===== src/rtl/wb_slave_mux.sv =====
// ---------------------------------------------------------------------------
// wb_slave_mux
//
// Single-master, 8-bit classic Wishbone slave multiplexer with a watchdog on
// every transaction. It decodes the upper master address bits into a one-hot
// slave select and registers the shared address, data and write-enable. It
// always returns an ack to the master. A transfer to an unmapped slave, or to
// a slave that never acks, completes with read data 0xFF and sets a sticky
// error flag. This means the upstream EPB cycle can never stall.
//
// Ports:
//   wb_clk_i    - Wishbone clock (single domain)
//   wb_rst_n    - asynchronous, active-low reset
//   m_stb_i     - master strobe (doubles as cycle)
//   m_we_i      - master write enable
//   m_adr_i     - master address; upper bits select the slave
//   m_dat_i     - master write data
//   m_dat_o     - read data returned to the master (held between transfers)
//   m_ack_o     - one-cycle transfer-complete pulse to the master
//   s_cyc_o     - per-slave cycle, one-hot or zero
//   s_stb_o     - per-slave strobe, identical to s_cyc_o
//   s_we_o      - shared slave write enable
//   s_adr_o     - shared slave address (low master address bits)
//   s_dat_o     - shared slave write data
//   s_dat_i     - slave read data, slave k in bits [8k+7:8k]
//   s_ack_i     - per-slave ack
//   err_clr_i   - clears the sticky bus error flag
//   bus_err_o   - sticky bus error flag
//   err_code_o  - last error: 01 = decode error, 10 = timeout
//   err_adr_o   - full master address of the last error
// ---------------------------------------------------------------------------
module wb_slave_mux #(
  parameter int NUM_SLAVES    = 2,
  parameter int ADR_WIDTH     = 5,
  parameter int SLV_ADR_WIDTH = 4,
  parameter int TIMEOUT       = 255
) (
  input  logic                     wb_clk_i,
  input  logic                     wb_rst_n,
  input  logic                     m_stb_i,
  input  logic                     m_we_i,
  input  logic [ADR_WIDTH-1:0]     m_adr_i,
  input  logic [7:0]               m_dat_i,
  output logic [7:0]               m_dat_o,
  output logic                     m_ack_o,
  output logic [NUM_SLAVES-1:0]    s_cyc_o,
  output logic [NUM_SLAVES-1:0]    s_stb_o,
  output logic                     s_we_o,
  output logic [SLV_ADR_WIDTH-1:0] s_adr_o,
  output logic [7:0]               s_dat_o,
  input  logic [8*NUM_SLAVES-1:0]  s_dat_i,
  input  logic [NUM_SLAVES-1:0]    s_ack_i,
  input  logic                     err_clr_i,
  output logic                     bus_err_o,
  output logic [1:0]               err_code_o,
  output logic [ADR_WIDTH-1:0]     err_adr_o
);

  localparam int SEL_W = ADR_WIDTH - SLV_ADR_WIDTH;

  // The watchdog gives up when the counter already holds this value and the
  // selected slave still has not acked. The strobe is then high for exactly
  // TIMEOUT cycles.
  localparam logic [7:0] CNT_LAST = 8'(TIMEOUT - 1);

  localparam logic [1:0] ERR_DECODE  = 2'b01;
  localparam logic [1:0] ERR_TIMEOUT = 2'b10;

  typedef enum logic [1:0] {
    ST_IDLE,
    ST_ACTIVE,
    ST_DONE,
    ST_RELEASE
  } muxState_t;

  muxState_t                r_state;
  logic [NUM_SLAVES-1:0]    r_cyc;
  logic                     r_we;
  logic [ADR_WIDTH-1:0]     r_adr;
  logic [7:0]               r_wdat;
  logic [7:0]               r_rdat;
  logic                     r_ack;
  logic [7:0]               r_cnt;
  logic                     r_err;
  logic [1:0]               r_errCode;
  logic [ADR_WIDTH-1:0]     r_errAdr;

  muxState_t                w_stateNxt;
  logic [NUM_SLAVES-1:0]    w_cycNxt;
  logic                     w_weNxt;
  logic [ADR_WIDTH-1:0]     w_adrNxt;
  logic [7:0]               w_wdatNxt;
  logic [7:0]               w_rdatNxt;
  logic                     w_ackNxt;
  logic [7:0]               w_cntNxt;
  logic                     w_errSet;
  logic                     w_errNxt;
  logic [1:0]               w_errCodeNxt;
  logic [ADR_WIDTH-1:0]     w_errAdrNxt;

  logic [SEL_W-1:0]         w_sel;
  logic                     w_selOk;
  logic [NUM_SLAVES-1:0]    w_selHot;
  logic                     w_ackHit;
  logic [7:0]               w_slvDat;

  assign w_sel   = m_adr_i[ADR_WIDTH-1:SLV_ADR_WIDTH];
  assign w_selOk = (int'(w_sel) < NUM_SLAVES);

  // Only the ack of the slave currently being strobed counts. r_cyc is zero
  // outside ACTIVE, so stray acks from other slaves are masked off here.
  assign w_ackHit = |(s_ack_i & r_cyc);

  // Address decode into a one-hot select, and a read-data mux that is steered
  // by the registered one-hot cycle vector. No variable indexing is used, so
  // the mux stays in range for any legal NUM_SLAVES.
  always_comb begin
    w_selHot = '0;
    w_slvDat = '0;
    for (int k = 0; k < NUM_SLAVES; k++) begin
      w_selHot[k] = (int'(w_sel) == k);
      if (r_cyc[k]) begin
        w_slvDat = w_slvDat | s_dat_i[8*k +: 8];
      end
    end
  end

  // Next-state and datapath logic for the transaction sequencer.
  // A decode error enters DONE with r_ack still low. DONE raises the ack on
  // its first cycle in that case, which gives the two-edge minimum latency.
  // Completions coming out of ACTIVE set the ack on the same edge, so the
  // master sees it directly after the slave ack or the watchdog expiry.
  always_comb begin
    w_stateNxt   = r_state;
    w_cycNxt     = r_cyc;
    w_weNxt      = r_we;
    w_adrNxt     = r_adr;
    w_wdatNxt    = r_wdat;
    w_rdatNxt    = r_rdat;
    w_ackNxt     = 1'b0;
    w_cntNxt     = r_cnt;
    w_errSet     = 1'b0;
    w_errCodeNxt = r_errCode;
    w_errAdrNxt  = r_errAdr;

    unique case (r_state)
      ST_IDLE: begin
        if (m_stb_i) begin
          w_weNxt   = m_we_i;
          w_adrNxt  = m_adr_i;
          w_wdatNxt = m_dat_i;
          if (w_selOk) begin
            w_cycNxt   = w_selHot;
            w_cntNxt   = 8'd0;
            w_stateNxt = ST_ACTIVE;
          end else begin
            w_rdatNxt    = 8'hFF;
            w_errSet     = 1'b1;
            w_errCodeNxt = ERR_DECODE;
            w_errAdrNxt  = m_adr_i;
            w_stateNxt   = ST_DONE;
          end
        end
      end

      ST_ACTIVE: begin
        // The ack is checked before the watchdog, so an ack that arrives on
        // the expiry edge still completes as a normal transfer.
        if (w_ackHit) begin
          w_cycNxt   = '0;
          w_rdatNxt  = w_slvDat;
          w_ackNxt   = 1'b1;
          w_stateNxt = ST_DONE;
        end else if (r_cnt == CNT_LAST) begin
          w_cycNxt     = '0;
          w_rdatNxt    = 8'hFF;
          w_ackNxt     = 1'b1;
          w_errSet     = 1'b1;
          w_errCodeNxt = ERR_TIMEOUT;
          w_errAdrNxt  = r_adr;
          w_stateNxt   = ST_DONE;
        end else begin
          w_cntNxt = r_cnt + 8'd1;
        end
      end

      ST_DONE: begin
        if (!r_ack) begin
          w_ackNxt = 1'b1;
        end else begin
          w_stateNxt = ST_RELEASE;
        end
      end

      ST_RELEASE: begin
        // A master that keeps its strobe high after the ack must not start
        // a second transfer, so wait for the strobe to drop first.
        if (!m_stb_i) begin
          w_stateNxt = ST_IDLE;
        end
      end

      default: begin
        w_stateNxt = ST_IDLE;
      end
    endcase

    // A new error has priority over a clear on the same edge.
    if (w_errSet) begin
      w_errNxt = 1'b1;
    end else if (err_clr_i) begin
      w_errNxt = 1'b0;
    end else begin
      w_errNxt = r_err;
    end
  end

  // State and datapath registers. All outputs come from these registers, so
  // reset forces every output to zero at once, including in mid-transfer.
  always_ff @(posedge wb_clk_i or negedge wb_rst_n) begin
    if (!wb_rst_n) begin
      r_state   <= ST_IDLE;
      r_cyc     <= '0;
      r_we      <= 1'b0;
      r_adr     <= '0;
      r_wdat    <= 8'd0;
      r_rdat    <= 8'd0;
      r_ack     <= 1'b0;
      r_cnt     <= 8'd0;
      r_err     <= 1'b0;
      r_errCode <= 2'b00;
      r_errAdr  <= '0;
    end else begin
      r_state   <= w_stateNxt;
      r_cyc     <= w_cycNxt;
      r_we      <= w_weNxt;
      r_adr     <= w_adrNxt;
      r_wdat    <= w_wdatNxt;
      r_rdat    <= w_rdatNxt;
      r_ack     <= w_ackNxt;
      r_cnt     <= w_cntNxt;
      r_err     <= w_errNxt;
      r_errCode <= w_errCodeNxt;
      r_errAdr  <= w_errAdrNxt;
    end
  end

  assign m_dat_o    = r_rdat;
  assign m_ack_o    = r_ack;
  assign s_cyc_o    = r_cyc;
  assign s_stb_o    = r_cyc;
  assign s_we_o     = r_we;
  assign s_adr_o    = r_adr[SLV_ADR_WIDTH-1:0];
  assign s_dat_o    = r_wdat;
  assign bus_err_o  = r_err;
  assign err_code_o = r_errCode;
  assign err_adr_o  = r_errAdr;

endmodule

===== config.mk =====
export PLATFORM = sky130hd
export DESIGN_NAME = wb_slave_mux
export DESIGN_NICKNAME = d
export VERILOG_FILES = /design/src/rtl/wb_slave_mux.sv
export SDC_FILE = /design/constraint.sdc
export NUM_CORES = 1
export LEC_CHECK = 0
export ABC_AREA = 1
export BUFFER_PORTS_ARGS = -buffer_cell sky130_fd_sc_hd__clkbuf_2
export CAP_MARGIN = 20
export CORE_MARGIN = 5
export CORE_UTILIZATION = 45
export CTS_CLUSTER_SIZE = 28
export DETAILED_ROUTE_END_ITERATION = 12
export GPL_TIMING_DRIVEN = 0
export PLACE_DENSITY = 0.76
export SETUP_SLACK_MARGIN = 0.3
export SLEW_MARGIN = 10
export SYNTH_ARGS = -nofsm -noshare
export SYNTH_HDL_FRONTEND = slang
export SYNTH_SLANG_ARGS = --single-unit

===== constraint.sdc =====
create_clock -name wb_clk_i -period 1.65 [get_ports wb_clk_i]
set_input_delay 0.33 -clock wb_clk_i [delete_from_list [all_inputs] [get_ports wb_clk_i]]
set_output_delay 0.33 -clock wb_clk_i [all_outputs]
set_load 0.01 [all_outputs]

==> results of run 1 <==
final cells by class:
cell class	count	area [µm²]
clock inverter	2	37.5
multi-input combinational	152	1080
buffer	13	128
fill	325	1360
sequential	42	1050
timing repair buffer	92	568
inverter	14	60.1
clock buffer	6	72.6
tap	52	65.1
final timing paths:
path	start	end
max	r_state[1]	err_adr_o[2]
min	err_clr_i	bus_err_o
max reg2reg	r_state[1]	err_adr_o[2]
min reg2reg	err_code_o[1]	err_code_o[1]
max in group asynchronous	wb_rst_n	r_state[0]
min in group asynchronous	wb_rst_n	err_adr_o[3]
report_power, final:
group          total, mW  switching [mW]  internal (mW)
registers           1.59           0.212           1.38
logic               2.87            1.42           1.45
clock network      0.809           0.357          0.452
total               5.27            1.99           3.28
layout by cell type, fill, tap and decap left out, types with 3 or more instances in the layout:
cell and count:
sky130_fd_sc_hd__a21oi_2 5, sky130_fd_sc_hd__buf_12 3, sky130_fd_sc_hd__buf_4 26, sky130_fd_sc_hd__buf_6 4, sky130_fd_sc_hd__buf_8 3, sky130_fd_sc_hd__clkbuf_2 68, sky130_fd_sc_hd__clkbuf_8 5, sky130_fd_sc_hd__dfrtp_1 41
sky130_fd_sc_hd__ha_1 5, sky130_fd_sc_hd__inv_1 10, sky130_fd_sc_hd__mux2_2 12, sky130_fd_sc_hd__nand2_1 48, sky130_fd_sc_hd__nand2_2 8, sky130_fd_sc_hd__nand2_4 5, sky130_fd_sc_hd__nand3_1 17, sky130_fd_sc_hd__nand3_4 3
sky130_fd_sc_hd__nor2_1 5, sky130_fd_sc_hd__nor2_4 3, sky130_fd_sc_hd__o21a_1 7, sky130_fd_sc_hd__o21ai_1 13
logic make-up (layout without fill, tap and decap cells):
family,after synthesis,in the layout
AOI/OAI and AO/OA,33,33
adders and majority gates,7,7
buffers and inverters,27,127
DFF,42,42
muxes,13,13
other,1,1
and+or+nand+nor,98,98
per-layer routing:
| layer | track usage, % | up-vias | wire length (µm) |
|---|---|---|---|
| met1 | 22.1 | 857 | 2120 |
| met5 | 0 | - | 0 |
| met4 | 5.50 | 0 | 91 |
| met2 | 26.9 | 56 | 2620 |
| met3 | 4.98 | 7 | 353 |
| li1 | - | 916 | - |
critical path: stages, from the launching register on:
cell	delay (ns)
sky130_fd_sc_hd__dfrtp_1	0.40
sky130_fd_sc_hd__inv_2	0.10
sky130_fd_sc_hd__ha_4	0.13
sky130_fd_sc_hd__buf_8	0.12
sky130_fd_sc_hd__inv_6	0.04
sky130_fd_sc_hd__buf_8	0.12
sky130_fd_sc_hd__nor2_4	0.17
sky130_fd_sc_hd__nand3_4	0.15
sky130_fd_sc_hd__inv_4	0.12
sky130_fd_sc_hd__nand2_2	0.05
sky130_fd_sc_hd__nand2_2	0.05
repair_timing:
action,4_1_cts,5_1_grt
endpoints found under the setup margin,42,41
setup buffers,14,7
gates resized for setup,25,27
gates cloned,1,0
endpoints found under the hold margin,0,9
hold buffers,0,1
pin swaps,14,18
registers in the layout, summed over array words and instances, names as in the netlist, 2 cells and up:
register   flops
m_dat_o        8
r_cnt          8
s_dat_o        8
err_adr_o      5
r_adr          5
r_state        2
s_cyc_o        2
through the flow:
| stage | hold slack (ns) | total power, mW |
|---|---|---|
| CTS | 0.224 | 4.96 |
| floorplan | 0.0344 | 2.97 |
| finish | 0.203 | 5.27 |
| global route | 0.193 | 5.66 |
| detailed placement | 0.460 | 3.62 |
| global placement | 0.453 | 3.55 |
==> qor.log, run 1 <==
[place] number of I/O port buffers 68
[floorplanning] standard cell core area 4410 µm²
[logic_synthesis] count of distinct cell types in the synthesized netlist 26
[floorplanning] die span in y 77.8 µm
[timing] Final Cycle Share 91.0%
[critical_path] startpoint kind of the worst setup timing path flop
[timing] setup TNS 0 ns
[timing] shortest period the worst path allows 1.50 ns
[timing] worst clock skew 0.00720 ns
[floorplanning] number of standard-cell rows in the floorplan 24
[timing] final hold vios 0
[route] number of DRC violations after detailed-routing iteration 0 107
[logic_synthesis] leading cell types by total area after synthesis sky130_fd_sc_hd__dfrtp_1 51%, sky130_fd_sc_hd__nand2_1 11%, sky130_fd_sc_hd__mux2_2 7.1%, sky130_fd_sc_hd__nand3_1 4.4%, sky130_fd_sc_hd__ha_1 4.2%
[route] average wire per standard cell 13.9 µm
[logic_synthesis] post-synthesis sequential area ratio 50.8%
[logic_synthesis] number of enable-type register cells in the synthesized netlist 0
[critical_path] Worst R2R Path Depth 10
[clock_tree] htree depth 2
[critical_path] worst setup slack for register-to-register paths 0.15 ns
[global_route] aggregate global routing overflow 0
[clock_tree] clock-pin slew on the worst setup and hold paths 0.08 ns
[timing] Setup-failing EPs final 0
[logic_synthesis] area fraction in and, or, nand and nor cells after synthesis 21.8%
[logic_synthesis] yosys synthesis warning count 0
[timing] setup repair after global routing missed its margin true
[layout] final standard cell area without fillers 3060 µm²
[layout] fraction of final layout cells with drive strength greater than 1 51.4%
[route] Detailed Route WL 5180 µm
[logic_synthesis] most common cell in the synthesized netlist sky130_fd_sc_hd__nand2_1
[place] minimum setup slack after placement 0.0459 ns
[critical_path] CP endpoint kind flop
[logic_synthesis] leading area contributor after synthesis sky130_fd_sc_hd__dfrtp_1
[global_route] wire length of the first global-routing pass 8300 µm
[job] max cap viols 0
[global_route] via count of the first global-routing pass 1771
[global_route] initial antenna violation count 0
[logic_synthesis] nets in the synthesized netlist 264
[power_and_ir_drop] P_leak 1.50 nW
[critical_path] required time of the worst setup path 1.89 ns
[logic_synthesis] multiplexer share of the synthesized area 7.07%
[logic_synthesis] register bit total from synthesis 42
[global_route] GR Util All Layers 16.9%
[critical_path] data arrival time of the worst path 1.74 ns
[clock_tree] number of buffers created by CTS 5
[route] via count 1836
[logic_synthesis] combinational family with the most area after synthesis simple AND/OR/NAND/NOR gates
[min_path] worst min path class primary input to flop
[layout] Layout Area Growth over Synthesis 47.7%
[logic_synthesis] main flop type after synthesis sky130_fd_sc_hd__dfrtp_1
[route] post-detailed-route DRC marker count 0
[place] Post-Place Cells 341
[critical_path] Setup CP Type flop to flop
[floorplanning] io pins 70
[logic_synthesis] Async SR Flop Fraction 100%
[logic_synthesis] Post-Synthesis Cell Area 2070 µm²
[floorplanning] initial cell density of the core 46.9%
[timing] maximum clock rate 666 MHz
[logic_synthesis] most numerous cell types in the synthesized netlist 60 x sky130_fd_sc_hd__nand2_1, 42 x sky130_fd_sc_hd__dfrtp_1, 18 x sky130_fd_sc_hd__nand3_1
[floorplanning] die width 77.8 µm
[power_and_ir_drop] worst voltage drop across the vdd grid 1370 µV
[power_and_ir_drop] total power density per cell area 1720 nW/µm²
[logic_synthesis] number of instances in the synthesized netlist 221
[layout] post-layout util 69.3%
[clock_tree] number of sinks handled by clock tree synthesis 42
[place] HPWL Detailed 3330 µm
[route] TritonRoute pass-1 iters 4
[outcome] status finished clean
[logic_synthesis] fraction of post-synthesis cell area in the top cell type by area 50.8%
[global_route] largest net degree at the start of global routing 43
[logic_synthesis] post-synthesis compound-gate area fraction 9.06%
[route] Via density 4.92
[critical_path] Max FO, Critical Path 7
[layout] number of antenna cells inserted 0
[clock_tree] clock tree from TritonCTS yes
[route] antenna violation net count after detailed routing 0
[clock_tree] source-to-sink clock delay at the later pin of the worst-skew pair 0.30 ns
[layout] fin nets 363
[clock_tree] clock root cell sky130_fd_sc_hd__clkbuf_8
[timing] setup ws final 0.148 ns
[place] cell area after placement 2540 µm²
[floorplanning] die area 6060 µm²
[logic_synthesis] xor/xnor cell area share of the yosys netlist 0%
[logic_synthesis] Synth Area in Adders 4.23%
[logic_synthesis] Syn Area/Cell 9.37 µm²
[timing] number of pins with negative max-slew slack in the final report 0
[min_path] Cells on Worst Hold Path 2
[clock_tree] maximum buffer depth of the clock tree 2
[place] placer congestion estimate 0.753
[layout] Layout Cells excl Fill 373
Power figures use the tool's default switching activity.
==> inputs of run 2 (changes only) <==
--- a/config.mk
+++ b/config.mk
@@ -14,6 +14,7 @@
 export DETAILED_ROUTE_END_ITERATION = 12
 export GPL_TIMING_DRIVEN = 0
 export PLACE_DENSITY = 0.76
+export RECOVER_POWER = 100
 export SETUP_SLACK_MARGIN = 0.3
 export SLEW_MARGIN = 10
 export SYNTH_ARGS = -nofsm -noshare
==> qor.log, run 2 (synthesis results as in run 1) <==
[outcome] status finished clean
[layout] commonest non-fill, non-tap cells in the layout 49 x sky130_fd_sc_hd__nand2_1, 42 x sky130_fd_sc_hd__dfrtp_1, 36 x sky130_fd_sc_hd__clkbuf_2
[clock_tree] maximum buffer depth of the clock tree 2 [unchanged]
[min_path] Cells on Worst Hold Path 2 [unchanged]
[power_and_ir_drop] share of total power in combinational logic 52.8% [-1.7 points]
[route] antenna violation net count after detailed routing 0 [unchanged]
[floorplanning] number of standard-cell rows in the floorplan 24 [unchanged]
[critical_path] Max FO, Critical Path 6 [-1]
[place] cell area after placement 2540 µm² [unchanged]
[place] minimum setup slack after placement 0.0459 ns [unchanged]
[timing] setup TNS 0 ns [unchanged]
[route] number of DRC violations after detailed-routing iteration 0 122 [+14%]
[floorplanning] die span in y 77.8 µm [unchanged]
[timing] worst clock skew 0.00914 ns [+0.00194 ns]
[route] detailed route wirelength on metal3 371 µm [+5.1%]
[critical_path] Worst R2R Path Depth 8 [-2]
[layout] most common library cell in the layout ignoring fill and taps sky130_fd_sc_hd__nand2_1
[timing] Worst Tran Pin Value 0.588 ns
[clock_tree] clock tree from TritonCTS yes
[route] Via density 4.99 [+1.4%]
[route] Routed met2 length 2600 µm [-0.76%]
[route] average wire per standard cell 14.1 µm [+1.3%]
[power_and_ir_drop] worst voltage drop across the vdd grid 1330 µV [-2.8%]
[power_and_ir_drop] internal power of the cells 3.13 mW [-4.6%]
[place] HPWL Detailed 3330 µm [unchanged]
[timing] setup repair after global routing missed its margin true
[layout] Fillers 357 [+9.8%]
[clock_tree] number of buffers created by CTS 5 [unchanged]
[floorplanning] die width 77.8 µm [unchanged]
[critical_path] data arrival time of the worst path 1.72 ns [-0.02 ns]
[clock_tree] number of sinks handled by clock tree synthesis 42 [unchanged]
[place] number of I/O port buffers 68 [unchanged]
[layout] Layout Cells excl Fill 373 [unchanged]
[critical_path] startpoint kind of the worst setup timing path flop
[timing] maximum clock rate 653 MHz [-2.0%]
[critical_path] combined buffer and inverter count along the critical path 3 [-2]
[timing] final hold slack 0.205 ns [+0.00198 ns]
[critical_path] required time of the worst setup path 1.84 ns [-0.05 ns]
[place] placer congestion estimate 0.753 [unchanged]
[route] sum of routed wire segments on met1 2180 µm [+3.2%]
[layout] post-layout util 67.2% [-2.1 points]
[global_route] via count of the first global-routing pass 1771 [unchanged]
[clock_tree] clock root cell sky130_fd_sc_hd__clkbuf_8
[floorplanning] initial cell density of the core 46.9% [unchanged]
[power_and_ir_drop] P_leak 1.38 nW [-7.7%]
[clock_tree] htree depth 2 [unchanged]
[layout] Layout Area Growth over Synthesis 43.3%
[route] Detailed Route WL 5240 µm [+1.3%]
[critical_path] WP depth 8 [-2]
[layout] final standard cell area without fillers 2970 µm² [-3.0%]
[critical_path] Setup CP Type flop to flop
[route] TritonRoute pass-1 iters 4 [unchanged]
[critical_path] CP endpoint kind flop
[job] max cap viols 0 [unchanged]
[route] via count 1862 [+1.4%]
[timing] Setup-failing EPs final 0 [unchanged]
[power_and_ir_drop] fraction of power consumed by sequential logic 31.2% [+1.0 points]
[global_route] largest net degree at the start of global routing 43 [unchanged]
[critical_path] maximum single-stage delay on the critical path 0.45 ns [+0.05 ns]
[clock_tree] source-to-sink clock delay at the later pin of the worst-skew pair 0.30 ns [about the same]
[min_path] worst min path class primary input to flop
[global_route] GR Util All Layers 16.9% [unchanged]
[floorplanning] io pins 70 [unchanged]
[layout] fraction of final layout cells with drive strength greater than 1 39.3% [-12 points]
[timing] final hold vios 0 [unchanged]
[critical_path] critical-path cell list ha_4 -> buf_8 -> buf_4 -> nand2_4 -> nand3_4 -> clkbuf_2 -> nand2_1 -> o21ai_1
[clock_tree] clock-pin slew on the worst setup and hold paths 0.08 ns [about the same]
[timing] setup ws final 0.118 ns [-0.0307 ns]
[power_and_ir_drop] post-layout total power 5.08 mW [-3.5%]
[floorplanning] standard cell core area 4410 µm² [unchanged]
[global_route] aggregate global routing overflow 0 [unchanged]
[route] top routing layer in use met4
[power_and_ir_drop] total power density per cell area 1710 nW/µm² [-0.55%]
[power_and_ir_drop] net switching power figure 1.95 mW [-1.7%]
[timing] shortest period the worst path allows 1.53 ns [+0.0307 ns]
[place] Post-Place Cells 341 [unchanged]
[timing] Final Cycle Share 92.9% [+1.9 points]
[layout] fin nets 363 [unchanged]
[layout] number of antenna cells inserted 0 [unchanged]
[global_route] wire length of the first global-routing pass 8300 µm [unchanged]
[critical_path] slowest library cell on the worst path sky130_fd_sc_hd__dfrtp_1
[route] post-detailed-route DRC marker count 0 [unchanged]
[power_and_ir_drop] sw frac 38.4% [+0.70 points]
[timing] Max-slew headroom 60.8%
[floorplanning] die area 6060 µm² [unchanged]
[timing] number of pins with negative max-slew slack in the final report 0 [unchanged]
[power_and_ir_drop] Clock Power Share 16.0% [+0.7 points]
[global_route] initial antenna violation count 0 [unchanged]
[critical_path] cell class contributing the biggest share of worst-path delay flip-flops
-- run 2: worst paths after layout --
| check | from | to | slack (ns) |
|---|---|---|---|
| min in group asynchronous | wb_rst_n | err_adr_o[3] | 0.54 |
| min reg2reg | err_code_o[1] | err_code_o[1] | 0.48 |
| max | r_state[0] | r_cnt[4] | 0.12 |
| min | err_clr_i | bus_err_o | 0.21 |
| max reg2reg | r_state[0] | r_cnt[4] | 0.12 |
| max in group asynchronous | wb_rst_n | m_dat_o[3] | 0.53 |
-- run 2: repair_timing --
| action | CTS | global route |
|---|---|---|
| cloned | 1 | 0 |
| resized for setup | 25 | 27 |
| hold buffers | 0 | 1 |
| pin swaps | 14 | 18 |
| setup endpoints to repair | 42 | 41 |
| endpoints found under the hold margin | 0 | 9 |
| setup buffers | 14 | 7 |
-- run 2: power by group through the flow --
stage          clock (mW)  sequential [mW]  combinational, mW
2_1_floorplan           0             1.70               1.27
3_3_place_gp            0             1.60               1.94
3_5_place_dp            0             1.62               2.00
4_1_cts             0.823             1.58               2.56
5_1_grt             0.893             1.63               2.93
6_report            0.813             1.59               2.68
-- run 2: cell type report --
type                    count  area [µm²]  area share, %
flip-flops and latches     42        1050           35.4
plain buffers              13         128           4.30
clock buffers               6        72.6           2.45
well taps                  52        65.1           2.19
inverters                  14        60.1           2.02
multi-input cells         152        1050           35.4
repair buffers             92         504           17.0
clock inverters             2        37.5           1.26
-- run 2: per-layer routing --
metal,vias to the layer above,track usage [%]
li1,914,-
met1,870,22.1
met2,71,26.9
met3,7,4.98
met4,0,5.50
met5,-,0
==> inputs of run 3 (changes only) <==
--- a/config.mk
+++ b/config.mk
@@ -9,11 +9,11 @@
 export BUFFER_PORTS_ARGS = -buffer_cell sky130_fd_sc_hd__clkbuf_2
 export CAP_MARGIN = 20
 export CORE_MARGIN = 5
-export CORE_UTILIZATION = 45
+export CORE_UTILIZATION = 50
 export CTS_CLUSTER_SIZE = 28
 export DETAILED_ROUTE_END_ITERATION = 12
 export GPL_TIMING_DRIVEN = 0
-export PLACE_DENSITY = 0.76
+export PLACE_DENSITY = 0.79
 export RECOVER_POWER = 100
 export SETUP_SLACK_MARGIN = 0.3
 export SLEW_MARGIN = 10
==> constraint.sdc (replaced) <==
create_clock -name wb_clk_i -period 1.6 [get_ports wb_clk_i]
set_input_delay 0.32 -clock wb_clk_i [delete_from_list [all_inputs] [get_ports wb_clk_i]]
set_output_delay 0.32 -clock wb_clk_i [all_outputs]
set_load 0.01 [all_outputs]
==> qor.log, run 3 (synthesis results as in run 1) <==
[route] TritonRoute pass-1 iters 4 [unchanged]
[min_path] hold path startpoint err_clr_i
[job] max cap viols 0 [unchanged]
[power_and_ir_drop] internal power of the cells 3.22 mW [+2.9%]
[floorplanning] number of standard-cell rows in the floorplan 23 [-4.2%]
[critical_path] Max FO, Critical Path 7 [+1]
[layout] post-layout util 75.3% [+8.1 points]
[floorplanning] die span in y 74.4 µm [-4.5%]
[clock_tree] source-to-sink clock delay at the later pin of the worst-skew pair 0.31 ns [about the same]
[route] antenna violation net count after detailed routing 0 [unchanged]
[route] average wire per standard cell 16.1 µm [+15%]
[layout] number of antenna cells inserted 0 [unchanged]
[critical_path] startpoint kind of the worst setup timing path flop
[clock_tree] number of buffers created by CTS 5 [unchanged]
[place] HPWL Detailed 3390 µm [+1.8%]
[route] Via density 5.22 [+4.5%]
[clock_tree] number of sinks handled by clock tree synthesis 42 [unchanged]
[critical_path] combined buffer and inverter count along the critical path 5 [+2]
[outcome] status finished clean
[critical_path] required time of the worst setup path 1.85 ns [about the same]
[critical_path] worst reg2reg path endpoint err_adr_o[0]
[route] Detailed Route WL 6000 µm [+14%]
[global_route] GR Util All Layers 20.8% [+3.9 points]
[timing] setup TNS 0 ns [unchanged]
[global_route] largest net degree at the start of global routing 43 [unchanged]
[power_and_ir_drop] sw frac 39.5% [+1.0 points]
[power_and_ir_drop] net switching power figure 2.10 mW [+7.5%]
[place] placer congestion estimate 0.761 [+1.0%]
[min_path] Cells on Worst Hold Path 2 [unchanged]
[critical_path] CP endpoint kind flop
[route] number of DRC violations after detailed-routing iteration 0 108 [-11%]
[timing] shortest period the worst path allows 1.50 ns [-0.0329 ns]
[clock_tree] clock tree from TritonCTS yes
[critical_path] worst setup slack for register-to-register paths 0.10 ns [-0.02 ns]
[clock_tree] maximum buffer depth of the clock tree 2 [unchanged]
[global_route] via count of the first global-routing pass 1914 [+8.1%]
[layout] Fillers 289 [-19%]
[timing] final hold slack 0.183 ns [-0.0219 ns]
[critical_path] critical register-to-register path startpoint r_state[1]
[floorplanning] die width 74.4 µm [-4.5%]
[power_and_ir_drop] fraction of power consumed by sequential logic 31.4% [+0.2 points]
[layout] commonest non-fill, non-tap cells in the layout 51 x sky130_fd_sc_hd__nand2_1, 42 x sky130_fd_sc_hd__dfrtp_1, 35 x sky130_fd_sc_hd__clkbuf_2
[floorplanning] io pins 70 [unchanged]
[floorplanning] die area 5530 µm² [-8.7%]
[critical_path] cell class contributing the biggest share of worst-path delay buffers and inverters
[timing] Final Cycle Share 93.7% [+0.85 points]
[critical_path] slowest library cell on the worst path sky130_fd_sc_hd__dfrtp_1
[min_path] Min-Delay Endpoint bus_err_o
[power_and_ir_drop] total power density per cell area 1770 nW/µm² [+3.1%]
[timing] worst clock skew 0.0157 ns [+0.00660 ns]
[timing] maximum clock rate 667 MHz [+2.2%]
[power_and_ir_drop] worst voltage drop across the vdd grid 1030 µV [-22%]
[timing] number of pins with negative max-slew slack in the final report 0 [unchanged]
[layout] most common library cell in the layout ignoring fill and taps sky130_fd_sc_hd__nand2_1
[global_route] aggregate global routing overflow 0 [unchanged]
[critical_path] Worst R2R Path Depth 10 [+2]
[critical_path] WP depth 10 [+2]
[timing] Max-slew headroom 39.3% [-21 points]
[route] post-detailed-route DRC marker count 0 [unchanged]
[layout] combined area of the multi-input logic cells 1050 µm² [+0.24%]
[timing] final hold vios 0 [unchanged]
[critical_path] data arrival time of the worst path 1.75 ns [+0.03 ns]
[timing] setup repair after global routing missed its margin true
[critical_path] critical-path cell list inv_2 -> ha_4 -> buf_8 -> inv_6 -> buf_8 -> nor2_4 -> nand3_4 -> inv_6 -> nand2_2 -> nand2_1
[critical_path] Setup CP Type flop to flop
[min_path] worst min path class primary input to flop
[timing] Worst Tran Pin Value 0.910 ns [+0.322 ns]
[layout] area of all sequential standard cells 1050 µm² [unchanged]
[power_and_ir_drop] share of total power in combinational logic 55.1% [+2.3 points]
[timing] Setup-failing EPs final 0 [unchanged]
[global_route] initial antenna violation count 0 [unchanged]
[floorplanning] standard cell core area 4000 µm² [-9.4%]
[power_and_ir_drop] P_leak 1.43 nW [+3.4%]
[clock_tree] htree depth 2 [unchanged]
[layout] fraction of final layout cells with drive strength greater than 1 39.1% [-0.12 points]
[power_and_ir_drop] Clock Power Share 13.5% [-2.5 points]
[clock_tree] clock-pin slew on the worst setup and hold paths 0.09 ns [about the same]
[floorplanning] initial cell density of the core 51.8% [+4.9 points]
[layout] Layout Area Growth over Synthesis 45.5%
[power_and_ir_drop] post-layout total power 5.32 mW [+4.6%]
[critical_path] maximum single-stage delay on the critical path 0.40 ns [-0.05 ns]
[clock_tree] clock root cell sky130_fd_sc_hd__clkbuf_8
[place] number of I/O port buffers 68 [unchanged]
[layout] fin nets 364 [+0.28%]
[route] via count 1941 [+4.2%]
[global_route] wire length of the first global-routing pass 8760 µm [+5.5%]
[run 3: repair_timing]
action                                  4_1_cts  5_1_grt
hold endpoints to repair                      0       14
hold buffers                                  0        1
resized for setup                            36       28
buffers inserted                             14        8
cloned                                        1        0
pin swaps                                    12        8
endpoints found under the setup margin       42       48
[run 3: metal layers]
layer	global-route usage, %	vias to the layer above	wire length (µm)
met4	7.71	0	142
li1	-	909	-
met3	6.49	14	356
met1	24.5	952	2120
met5	0	-	0
met2	35.8	66	3380
[run 3: final cells by class]
cell class              instances  area share (%)
flip-flops and latches         42            34.9
well taps                      50            2.08
repair buffers                 93            18.7
multi-input cells             152            34.9
plain buffers                  13            4.32
clock buffers                   5            2.28
clock inverters                 3           0.706
inverters                      14            2.08
[run 3: worst max-delay path by stage]
stage | startpoint | endpoint | slack [ns]
floorplan | r_state[0] | r_adr[0] | 0.19
global placement | r_state[0] | r_cnt[0] | 0.06
detailed placement | r_state[1] | r_cnt[0] | 0.03
CTS | r_state[1] | err_adr_o[3] | 0.15
global route | r_cnt[0] | s_cyc_o[0] | 0.001
finish | r_state[1] | err_adr_o[0] | 0.10
[run 3: metrics by stage]
step	cells	area (µm²)	setup WS, ns
2_1_floorplan	221	2140	0.187
3_3_place_gp	339	2540	0.0582
3_5_place_dp	339	2540	0.0325
4_1_cts	362	2910	0.149
5_1_grt	372	3010	0.00110
6_report	372	3010	0.101
[run 3: power by group through the flow]
stage | Sequential, mW | Clock [mW] | Combinational (mW)
3_3_place_gp | 1.65 | 0 | 2.00
6_report | 1.67 | 0.717 | 2.93
4_1_cts | 1.66 | 0.714 | 2.70
5_1_grt | 1.71 | 0.784 | 3.18
3_5_place_dp | 1.68 | 0 | 2.05
2_1_floorplan | 1.75 | 0 | 1.31
